===== src/rtl/sum_of_n_pkg.sv =====
`default_nettype none
// +----------------------------------------------------------------------+
// | sum_of_n_pkg : shared FSM state type and default widths for sum_of_n   |
// | Revision     : 1.0                                                    |
// +----------------------------------------------------------------------+
package sum_of_n_pkg;

  localparam int NW_DEF = 4;
  localparam int SW_DEF = 5;

  typedef enum logic [1:0] {
    ST_IDLE = 2'd0,
    ST_RUN  = 2'd1,
    ST_DONE = 2'd2
  } state_e;

endpackage
`default_nettype wire


===== src/rtl/sum_of_n_num_if.sv =====
`default_nettype none
// +----------------------------------------------------------------------+
// | sum_of_n_num_if : request/result bundle of the sum_of_n_num helper     |
// | Revision        : 1.0                                                 |
// +----------------------------------------------------------------------+
interface sum_of_n_num_if #(
  parameter int NW = 4,
  parameter int SW = 5
);

  logic          start;
  logic [NW-1:0] N;
  logic [SW-1:0] S;
  logic          busy;
  logic          done;
  logic          ovf;

  modport master (output start, N, input S, busy, done, ovf);
  modport slave  (input start, N, output S, busy, done, ovf);

endinterface
`default_nettype wire


===== src/rtl/sum_of_n_num.sv =====
`default_nettype none
// +----------------------------------------------------------------------+
// | sum_of_n_num : iterative 1+2+..+N accumulator, one term per clock      |
// | Optional macro SUMN_ASSERT_EN compiles in simulation-only checks.      |
// | Revision     : 1.0                                                    |
// +----------------------------------------------------------------------+
module sum_of_n_num
  import sum_of_n_pkg::*;
#(
  parameter int NW = NW_DEF,
  parameter int SW = SW_DEF
) (
  input  wire logic        clk,
  input  wire logic        rst,
  sum_of_n_num_if.slave    bus
);

  // Adder wide enough for both operands plus carry, whatever NW/SW are.
  localparam int AW = ((NW > SW) ? NW : SW) + 1;

  state_e        state_q, state_d;
  logic [SW-1:0] acc_q,   acc_d;
  logic [NW-1:0] cnt_q,   cnt_d;
  logic          ovf_q,   ovf_d;

  logic [AW-1:0] add_w;
  logic          carry_w;

  assign add_w   = AW'(acc_q) + AW'(cnt_q);
  assign carry_w = |add_w[AW-1:SW];

  always_comb begin
    state_d = state_q;
    acc_d   = acc_q;
    cnt_d   = cnt_q;
    ovf_d   = ovf_q;
    unique case (state_q)
      ST_IDLE: begin
        if (bus.start) begin
          acc_d   = '0;
          ovf_d   = 1'b0;
          cnt_d   = bus.N;
          state_d = (bus.N == '0) ? ST_DONE : ST_RUN;
        end
      end
      ST_RUN: begin
        acc_d = add_w[SW-1:0];
        ovf_d = ovf_q | carry_w;
        cnt_d = cnt_q - NW'(1);
        if (cnt_q == NW'(1)) begin
          state_d = ST_DONE;
        end
      end
      ST_DONE: state_d = ST_IDLE;
      default: state_d = ST_IDLE;
    endcase
  end

  always_ff @(posedge clk) begin
    if (rst) begin
      state_q <= ST_IDLE;
      acc_q   <= '0;
      cnt_q   <= '0;
      ovf_q   <= 1'b0;
    end else begin
      state_q <= state_d;
      acc_q   <= acc_d;
      cnt_q   <= cnt_d;
      ovf_q   <= ovf_d;
    end
  end

  assign bus.S    = acc_q;
  assign bus.ovf  = ovf_q;
  assign bus.busy = (state_q == ST_RUN);
  assign bus.done = (state_q == ST_DONE);

`ifdef SUMN_ASSERT_EN
  // cnt_q counts down, so the operand is kept separately for the result check.
  logic [NW-1:0] n_cap_q;
  logic          done_prev_q;

  always_ff @(posedge clk) begin
    if (rst) begin
      n_cap_q     <= '0;
      done_prev_q <= 1'b0;
    end else begin
      if (state_q == ST_IDLE && bus.start) begin
        n_cap_q <= bus.N;
      end
      done_prev_q <= bus.done;
    end
  end

  always_ff @(posedge clk) begin
    longint unsigned true_sum;
    true_sum = (longint'(n_cap_q) * (longint'(n_cap_q) + 1)) / 2;
    if (!rst) begin
      if (bus.done) begin
        assert (bus.S == SW'(true_sum))
          else $error("sum_of_n_num: S=%0d wrong for N=%0d", bus.S, n_cap_q);
        assert (bus.ovf == (true_sum > ((longint'(1) << SW) - 1)))
          else $error("sum_of_n_num: ovf=%0b wrong for N=%0d", bus.ovf, n_cap_q);
      end
      assert (!(bus.done && done_prev_q))
        else $error("sum_of_n_num: done high on consecutive cycles");
      assert (!(bus.busy && bus.done))
        else $error("sum_of_n_num: busy and done both high");
    end
  end
`else
`endif

endmodule
`default_nettype wire


===== src/flat_wrapper.sv =====
// flat-port wrapper written by rule: the top's interface ports become plain ports
module sum_of_n_num_flat import sum_of_n_pkg::*;
#(
  parameter int NW = NW_DEF,
  parameter int SW = SW_DEF
)
  (clk, rst, bus_start, bus_N, bus_S, bus_busy, bus_done, bus_ovf);
  sum_of_n_num_if #(.NW(NW), .SW(SW)) bus_i ();
  input  wire logic clk;
  input  wire logic rst;
  input wire logic [$bits(bus_i.start)-1:0] bus_start;
  input wire logic [$bits(bus_i.N)-1:0] bus_N;
  output wire logic [$bits(bus_i.S)-1:0] bus_S;
  output wire logic [$bits(bus_i.busy)-1:0] bus_busy;
  output wire logic [$bits(bus_i.done)-1:0] bus_done;
  output wire logic [$bits(bus_i.ovf)-1:0] bus_ovf;
  assign bus_i.start = bus_start;
  assign bus_i.N = bus_N;
  assign bus_S = bus_i.S;
  assign bus_busy = bus_i.busy;
  assign bus_done = bus_i.done;
  assign bus_ovf = bus_i.ovf;
  sum_of_n_num #(.NW(NW), .SW(SW)) u_core (.clk(clk), .rst(rst), .bus(bus_i));
endmodule

===== config.mk =====
export PLATFORM = sky130hd
export DESIGN_NAME = sum_of_n_num_flat
export DESIGN_NICKNAME = d
export VERILOG_FILES = /design/src/rtl/sum_of_n_pkg.sv /design/src/rtl/sum_of_n_num_if.sv /design/src/rtl/sum_of_n_num.sv /design/src/flat_wrapper.sv
export SDC_FILE = /design/constraint.sdc
export NUM_CORES = 1
export LEC_CHECK = 0
export ABC_AREA = 1
export CORE_MARGIN = 1
export CORE_UTILIZATION = 25
export CTS_CLUSTER_DIAMETER = 30
export CTS_CLUSTER_SIZE = 14
export DETAILED_ROUTE_END_ITERATION = 8
export HOLD_SLACK_MARGIN = 0.15
export PLACE_DENSITY = 0.52
export SYNTH_ARGS = -nofsm -noshare
export SYNTH_HDL_FRONTEND = slang
export SYNTH_SLANG_ARGS = --single-unit
export TNS_END_PERCENT = 100

===== constraint.sdc =====
create_clock -name clk -period 1.45 [get_ports clk]
set_input_delay 0.2175 -clock clk [delete_from_list [all_inputs] [get_ports clk]]
set_output_delay 0.2175 -clock clk [all_outputs]
set_load 0.01 [all_outputs]

==> results.sh, run 1 <==
export IMPL_cts_buffers=3
export IMPL_fmax_mhz=710
export IMPL_dpl_worst_slack_ns=-0.0314
export IMPL_crit_slowest_cell="clkdlybuf4s50_1"
export IMPL_grt_max_degree=9
export IMPL_rsz0062_at_grt="yes"
export IMPL_diodes=0
export IMPL_yosysSeqAreaShare_pct=31.7
export IMPL_syn_inst=111
export IMPL_vias=781
export IMPL_worst_slack_ns=0.0416
export IMPL_setup_viol=0
export IMPL_drt_iter0_drc=22
export IMPL_outcome="completed"
export IMPL_slew_headroom_pct=79.3
export IMPL_clock_latency_ns=0.29
export IMPL_core_area_sq_mm=0.00281
export IMPL_grt_usage_pct=12.7
export IMPL_synth_seq_cells=12
export IMPL_grt_pass1_wl_um=3080
export IMPL_syn_area_per_cell_sq_um=6.82
export IMPL_drc_errors=0
export IMPL_ant_nets=0
export IMPL_crit_chain="clkdlybuf4s50_1"
export IMPL_cts_buffer_depth=2
export IMPL_hold_ws_ns=0.491
export IMPL_place_gp_congestion=0.795
export IMPL_clkTransAtPathRegs_ns=0.08
export IMPL_tns_ns=0
export IMPL_ys_warn_count=0
export IMPL_dieHeight_um=57.0
export IMPL_critPathLaunchType="flip-flop"
export IMPL_place_area_sq_mm=0.00101
export IMPL_fin_skew_ns=0.00816
export IMPL_io_pins=15
export IMPL_worstHoldPathType="flip-flop to flip-flop"
export IMPL_cp_arrival_ns=1.19
export IMPL_cts_root_buf="clkbuf_4"
export IMPL_critPathKind="flip-flop to output pin"
export IMPL_final_hold_violation_count=0
export IMPL_start_util_pct=27.0
export IMPL_die_area_sq_mm=0.00325
export IMPL_antenna_found_initial=0
export IMPL_post_cts_setup_buffers=0
export IMPL_fin_nets=153
export IMPL_dp_hpwl_um=1480
export IMPL_holdBufCountCts=0
export IMPL_path_buf_inv=1
export IMPL_synth_area_sq_um=757
export IMPL_design_area_sq_mm=0.00107
export IMPL_slew_violations=0
export IMPL_crit_path_end_kind="output pin"
export IMPL_syn_num_nets=125
export IMPL_finalCriticalPeriod_ns=1.41
export IMPL_drv_cap=0
export IMPL_tritoncts="built"
export IMPL_path_max_fanout=3
export IMPL_htree_levels=1
export IMPL_tightest_slew_ns=0.310
export IMPL_drive_above_1_share_pct=20.3
export IMPL_async_flop_share_pct=0
export IMPL_powerDensity_mw_per_mm2=983
export IMPL_grt_pass1_vias=733
export IMPL_io_buffers=14
export IMPL_dr_pass1_iters=4
export IMPL_worst_endpoint_required_ns=1.23
export IMPL_critPathTopFamily="buffers and inverters"
export IMPL_grt_overflow_total=0
export IMPL_ir_drop_v=0.000584
export IMPL_clkSinkCount=12
export IMPL_ys_flop_type="dfxtp_1"
export IMPL_period_share_pct=97.1
export IMPL_synth_edf_count=0
export IMPL_synth_distinct_cells=23
export IMPL_postLayoutCoreUtil_pct=38.3
export IMPL_worst_path_largest_cell_delay_ns=0.55
export IMPL_totalWireLength_um=1830
export IMPL_leakage_nw=0.556
export IMPL_avgRoutedWirePerCell_um=10.8
export IMPL_rows=19
export IMPL_fp_dieW_um=57.0
export IMPL_area_delta_synth_final_pct=41.8
export IMPL_vias_per_cell=4.62
logic make-up (layout without fill, tap and decap cells):
family,after synthesis,after routing,share of synthesized area [%]
xor gates and xnor gates,1,1,1.16
buffers and inverters,21,48,10.7
and+or+nand+nor,51,51,30.4
AOI/OAI and AO/OA,19,19,13.4
adders and majority gates,7,7,12.6
DFF,12,12,31.7
path summary, 6_finish.rpt:
path | depth (start not counted) | start | slack [ns] | endpoint
worst max-delay path | 1 | u_core.bus.S[2] | 0.04 | bus_S[2]
worst min-delay path | 2 | u_core.bus.S[3] | 0.49 | u_core.bus.S[3]
worst max register to register | 10 | u_core.bus.S[0] | 0.06 | u_core.bus.S[4]
worst min register to register | 2 | u_core.bus.S[3] | 0.49 | u_core.bus.S[3]
stage by stage:
stage / cells / power (W)
floorplan: 111 / 0.000621
global placement: 165 / 0.000781
detailed placement: 165 / 0.000782
CTS: 169 / 0.00106
global route: 169 / 0.00114
finish: 169 / 0.00106
routing by layer:
metal  track usage, %  share of wire [%]  vias to the layer above  wire (um)
met5                0                  0                        -          0
met4             5.23                1.4                        0         26
met3             4.76                4.9                        4         90
met2             20.7                 46                       17        836
met1             15.1                 48                      349        880
li1                 -                  -                      411          -
power by group:
part / switching, W / internal, W
sequential: 0.0000303 / 0.000366
clock: 0.000127 / 0.000153
combinational: 0.000208 / 0.000172
cell type report:
type | instances | area (sq um)
repair buffers | 24 | 219
multi-input cells | 78 | 455
inverters | 20 | 77.6
fillers | 312 | 1730
well taps | 31 | 38.8
flip-flops and latches | 12 | 246
clock buffers | 4 | 36.3
worst min-delay path: stages (launching register included):
cell	delay, ns
dfxtp_1	0.33
nand2_1	0.06
a21oi_1	0.05
cell usage after synthesis (all sizes together), types with 2 or more instances:
library cell	count	area, sq um
a21oi	10	50.1
a31oi	2	12.5
dfxtp	12	240
ha	6	75.1
inv	20	77.6
nand2	30	123
nand3	10	50.1
nand4	2	12.5
nor2	6	22.5
o21ai	5	25.0
placed cells by master, fill, tap and decap left out, types with 2 or more instances in the layout:
cell type / instances
a31oi_1: 2
clkdlybuf4s50_1: 8
inv_1: 15
nor2_1: 6
a21oi_1: 10
dlygate4sd2_1: 3
dfxtp_2: 2
buf_4: 10
ha_1: 5
nand2_1: 28
o21ai_1: 3
dlymetal6s2s_1: 3
nand4_1: 2
nand3_1: 9
o21ai_0: 2
dfxtp_1: 9
inv_2: 4
clkbuf_4: 3
repair_timing:
action	CTS	global route
pin swaps	0	0
setup endpoints to repair	4	4
resized for setup	8	7
state kept, by name, summed over array words and instances (netlist names):
signal	flops
u_core.cnt_q	4
u_core.state_q	2
u_core.bus.S	5
u_core.bus.ovf	1
Note: power is estimated with default switching activity, not from simulation.
==> run 2, diff against run 1 <==
--- a/config.mk
+++ b/config.mk
@@ -9,8 +9,8 @@
 export CORE_MARGIN = 1
 export CORE_UTILIZATION = 25
 export CTS_CLUSTER_DIAMETER = 30
-export CTS_CLUSTER_SIZE = 14
 export DETAILED_ROUTE_END_ITERATION = 8
+export GPL_TIMING_DRIVEN = 0
 export HOLD_SLACK_MARGIN = 0.15
 export PLACE_DENSITY = 0.52
 export SYNTH_ARGS = -nofsm -noshare
==> run 2 against run 1 <==
Effect of this change: hold slack got worse by 0.12 ns; non-clock buffer count decreased by 9; final cell count is 5.9% lower; first-iteration DRC count down 41%; total power shrank 11%; flip-flop and latch count unchanged; combinational power fell by 18%; sequential share of layout area grew 2.3 points; routed wire length down 5.9%; via count decreased by 6.8%; cell area shrank 8.3%; highest routed layer unchanged.
==> results.sh, run 2 (synthesis gave the netlist of run 1 again) <==
export IMPL_grt_util_met1_pct=14.8
export IMPL_grt_use_met2_pct=18.0
export IMPL_rr_startpoint="u_core.cnt_q[0]"
export IMPL_r2r_setup_slack_ns=0.06
export IMPL_grt_busiest_layer="met2"
export IMPL_final_hold_violation_count=0
export IMPL_slew_headroom_pct=66.7
export IMPL_dieHeight_um=57.0
export IMPL_crit_start="u_core.bus.S[4]"
export IMPL_cts_buffers=3
export IMPL_grt_usage_pct=11.5
export IMPL_worst_slack_ns=0.0196
export IMPL_final_common_cell="nand2_1"
export IMPL_critPathLaunchType="flip-flop"
export IMPL_slew_violations=0
export IMPL_place_area_sq_um=927
export IMPL_ir_drop_v=0.000528
export IMPL_rows=19
export IMPL_crit_path_end_kind="output pin"
export IMPL_largest_register_ffs=5
export IMPL_tritoncts="built"
export IMPL_finalCriticalPeriod_ns=1.43
export IMPL_dpl_worst_slack_ns=-0.144
export IMPL_clock_latency_ns=0.28
export IMPL_nFillCells=315
export IMPL_worstHoldPathType="input port to flip-flop"
export IMPL_path_max_fanout=4
export IMPL_clkSinkCount=12
export IMPL_antenna_found_initial=0
export IMPL_period_share_pct=98.6
export IMPL_ant_nets=0
export IMPL_tightest_slew_ns=0.500
export IMPL_cp_arrival_ns=1.21
export IMPL_worst_path_largest_cell_delay_ns=0.55
export IMPL_setup_viol=0
export IMPL_cts_buffer_depth=2
export IMPL_critPathTopFamily="buffers and inverters"
export IMPL_rsz0062_at_grt="yes"
export IMPL_grt_pass1_vias=632
export IMPL_fmax_mhz=699
export IMPL_worst_endpoint_required_ns=1.23
export IMPL_dp_hpwl_um=1300
export IMPL_htree_levels=1
export IMPL_totalWireLength_um=1730
export IMPL_grt_overflow_total=0
export IMPL_total_power_w=0.000944
export IMPL_drive_above_1_share_pct=15.6
export IMPL_fp_dieW_um=57.0
export IMPL_cts_root_buf="clkbuf_4"
export IMPL_drt_iter0_drc=13
export IMPL_critPathKind="flip-flop to output pin"
export IMPL_avgRoutedWirePerCell_um=10.8
export IMPL_final_cell_mix="nand2_1 (28), inv_1 (15), a21oi_1 (10), clkdlybuf4s50_1 (10), nand3_1 (9)"
export IMPL_crit_chain="clkdlybuf4s50_1"
export IMPL_design_area_sq_um=985
export IMPL_fin_nets=144
export IMPL_crit_slowest_cell="clkdlybuf4s50_1"
export IMPL_io_buffers=13
export IMPL_start_util_pct=27.0
export IMPL_powerDensity_mw_per_mm2=959
export IMPL_area_delta_synth_final_pct=30.1
export IMPL_dr_pass1_iters=4
export IMPL_fin_skew_ns=0.00178
export IMPL_drc_errors=0
export IMPL_drv_cap=0
export IMPL_io_pins=15
export IMPL_path_buf_inv=1
export IMPL_vias_per_cell=4.58
export IMPL_hp_start="rst"
export IMPL_grt_max_degree=11
export IMPL_vias=728
export IMPL_gr_usage_met3_pct=4.08
export IMPL_diodes=0
export IMPL_die_area_sq_mm=0.00325
export IMPL_leakage_nw=0.461
export IMPL_core_area_sq_mm=0.00281
export IMPL_place_gp_congestion=0.797
export IMPL_grt_pass1_wl_um=2800
export IMPL_outcome="completed"
export IMPL_clkTransAtPathRegs_ns=0.08
## run 2: changes by cell type in the layout (fill, tap and decap cells not counted), sizes merged
cell | before | now
clkdlybuf4s50 | 8 | 10
dlygate4sd2 | 3 | 2
dlymetal6s2s | 3 | 1
buf | 10 | 1
## run 2: final timing paths
check,end,depth (start not counted)
setup / recovery,bus_S[4],1
hold / removal,u_core.bus.S[0],2
setup reg to reg,u_core.bus.S[4],10
hold reg to reg,u_core.bus.S[0],2
## run 2: worst reg2reg max path, delay by kind of cell, from the launching register on
family / cells / cell delay (ns)
compound gates: 1 / 0.07
flops: 1 / 0.38
buf+inv: 2 / 0.11
fa+ha+maj: 2 / 0.47
simple gates: 5 / 0.31
## run 2: area by class of cell
class                           instances  area [sq um]  area share (%)
Clock buffer                            3          22.5            2.29
Inverter                               20          77.6            7.88
Tap cell                               31          38.8            3.94
Timing Repair Buffer                   14           138            14.0
Multi-Input combinational cell         78           455            46.3
Sequential cell                        12           249            25.3
Buffer                                  1          3.75           0.381
## run 2: per-layer routing
layer	vias up	part of all wire (%)	routed length [um]
met5	-	0	0
met4	0	0.87	15
met3	2	5.3	92
met2	13	43	735
met1	318	51	881
li1	395	-	-
## run 2: where the power goes
part	internal, W	switching, W
logic	0.000129	0.000181
registers	0.000369	0.0000439
clock network	0.0000963	0.000125
total	0.000594	0.000350
## run 2: timing repair
action	4_1_cts	5_1_grt
buffers inserted	0	1
cloned	0	0
hold buffers	0	0
endpoints found under the setup margin	5	5
resized for setup	9	5
## run 2: metrics by stage
stage,hold WS [ns],TNS [ns],util [%],std cells
after floorplan,0.384,0,-,111
after global placement,0.457,-0.227,33.1,155
after detailed placement,0.464,-0.195,33.1,155
after CTS,0.369,0,34.5,158
after global routing,0.392,-0.0958,35.1,159
final,0.371,0,35.1,159
==> run 3, diff against run 2 <==
--- a/config.mk
+++ b/config.mk
@@ -16,4 +16,4 @@
 export SYNTH_ARGS = -nofsm -noshare
 export SYNTH_HDL_FRONTEND = slang
 export SYNTH_SLANG_ARGS = --single-unit
-export TNS_END_PERCENT = 100
+export TNS_END_PERCENT = 1
==> run 3 against run 2 <==
Effect of this change: total power is 0.21% lower; final cell count is 0.63% lower; non-clock buffer count is 1 lower; hold slack better by 0.00052 ns; core utilization is 0.27 points lower; sequential power hardly changed; fmax is 0.17% higher; clock skew is 0.00084 ns higher; register-to-register slack hardly changed; combinational power hardly changed; critical path type unchanged; largest cell class unchanged; highest routed layer unchanged.
==> results.sh, run 3 (synthesis gave the netlist of run 1 again) <==
export IMPL_diodes=0
export IMPL_crit_slowest_cell="clkdlybuf4s50_1"
export IMPL_area_delta_synth_final_pct=29.1
export IMPL_final_cell_mix="nand2_1 (28), inv_1 (15), a21oi_1 (10), clkdlybuf4s50_1 (10), nand3_1 (9)"
export IMPL_dr_pass1_iters=4
export IMPL_slew_violations=0
export IMPL_ant_nets=0
export IMPL_hp_start="rst"
export IMPL_post_cts_setup_buffers=0
export IMPL_critPathKind="flip-flop to output pin"
export IMPL_avgRoutedWirePerCell_um=10.9
export IMPL_outcome="completed"
export IMPL_die_area_sq_mm=0.00325
export IMPL_powerDensity_mw_per_mm2=964
export IMPL_io_buffers=13
export IMPL_crit_start="u_core.bus.S[4]"
export IMPL_design_area_sq_um=977
export IMPL_core_area_sq_mm=0.00281
export IMPL_htree_levels=1
export IMPL_cts_root_buf="clkbuf_4"
export IMPL_largest_register_ffs=5
export IMPL_worst_path_largest_cell_delay_ns=0.55
export IMPL_critPathTopFamily="buffers and inverters"
export IMPL_grt_max_degree=11
export IMPL_leakage_nw=0.455
export IMPL_finalCriticalPeriod_ns=1.43
export IMPL_worst_endpoint_required_ns=1.23
export IMPL_clock_latency_ns=0.28
export IMPL_cts_buffer_depth=2
export IMPL_whs_endpoint="u_core.bus.S[0]"
export IMPL_path_buf_inv=1
export IMPL_r2r_setup_slack_ns=0.05
export IMPL_dpl_worst_slack_ns=-0.144
export IMPL_crit_chain="clkdlybuf4s50_1"
export IMPL_clkTransAtPathRegs_ns=0.08
export IMPL_clkSinkCount=12
export IMPL_crit_path_end_kind="output pin"
export IMPL_setup_viol=0
export IMPL_totalWireLength_um=1730
export IMPL_postLayoutCoreUtil_pct=34.8
export IMPL_drt_iter0_drc=13
export IMPL_grt_pass1_wl_um=2780
export IMPL_ir_drop_v=0.000460
export IMPL_dp_hpwl_um=1300
export IMPL_fin_skew_ns=0.00262
export IMPL_tritoncts="built"
export IMPL_rsz0062_at_grt="yes"
export IMPL_grt_overflow_total=0
export IMPL_drc_errors=0
export IMPL_grt_pass1_vias=631
export IMPL_total_power_w=0.000942
export IMPL_io_pins=15
export IMPL_grt_usage_pct=11.5
export IMPL_holdBufCountCts=0
export IMPL_tightest_slew_ns=0.500
export IMPL_final_common_cell="nand2_1"
export IMPL_drv_cap=0
export IMPL_fmax_mhz=700
export IMPL_place_area_sq_um=927
export IMPL_reg2reg_depth=10
export IMPL_final_hold_violation_count=0
export IMPL_worst_slack_ns=0.0220
export IMPL_rr_startpoint="u_core.cnt_q[0]"
export IMPL_critPathLaunchType="flip-flop"
export IMPL_place_gp_congestion=0.797
export IMPL_drive_above_1_share_pct=15.0
export IMPL_cp_arrival_ns=1.21
export IMPL_fin_nets=143
export IMPL_vias=736
export IMPL_hold_path_cell_count=2
export IMPL_fp_dieW_um=57.0
export IMPL_r2r_end="u_core.bus.S[4]"
export IMPL_slew_headroom_pct=66.7
export IMPL_cts_resized=5
export IMPL_period_share_pct=98.5
export IMPL_start_util_pct=27.0
export IMPL_dieHeight_um=57.0
export IMPL_worstHoldPathType="input port to flip-flop"
export IMPL_path_max_fanout=4
export IMPL_rows=19
export IMPL_cts_buffers=3
export IMPL_antenna_found_initial=0
export IMPL_vias_per_cell=4.66
## run 3: cell count changes in the layout (fill, tap and decap cells not counted)
cell / delta
buf_4: -1
## run 3: worst max path at each step
stage                       to  slack (ns)  cells past startpoint
3_3_place_gp   u_core.bus.S[4]       -0.14                     10
6_report              bus_S[4]        0.02                      1
4_1_cts        u_core.bus.S[4]       -0.11                     10
5_1_grt        u_core.bus.S[4]       -0.09                     10
3_5_place_dp   u_core.bus.S[4]       -0.14                     10
2_1_floorplan  u_core.bus.S[4]        0.03                     10
## run 3: layout make-up
type | count | area (sq um)
Fill cell | 317 | 1830
Inverter | 20 | 77.6
Tap cell | 31 | 38.8
Buffer | 1 | 3.75
Multi-Input combinational cell | 78 | 455
Timing Repair Buffer | 13 | 130
Clock buffer | 3 | 22.5
Sequential cell | 12 | 249
## run 3: where the power goes
group | switching (W) | total (W) | internal [W]
registers | 0.0000433 | 0.000412 | 0.000369
logic | 0.000181 | 0.000310 | 0.000128
clock network | 0.000125 | 0.000221 | 0.0000963
## run 3: through the flow
step                      std cells  setup TNS, ns  hold WS, ns
final                           158              0        0.372
after global routing            158         -0.110        0.393
after CTS                       158         -0.105        0.369
after detailed placement        155         -0.195        0.464
after global placement          155         -0.227        0.457
after floorplan                 111              0        0.384
## run 3: layer usage
metal	track usage (%)	wire length (um)	vias to the layer above
li1	-	-	393
met1	14.6	875	326
met2	18.0	739	15
met3	4.08	94	2
met4	4.18	16	0
met5	0	0	-
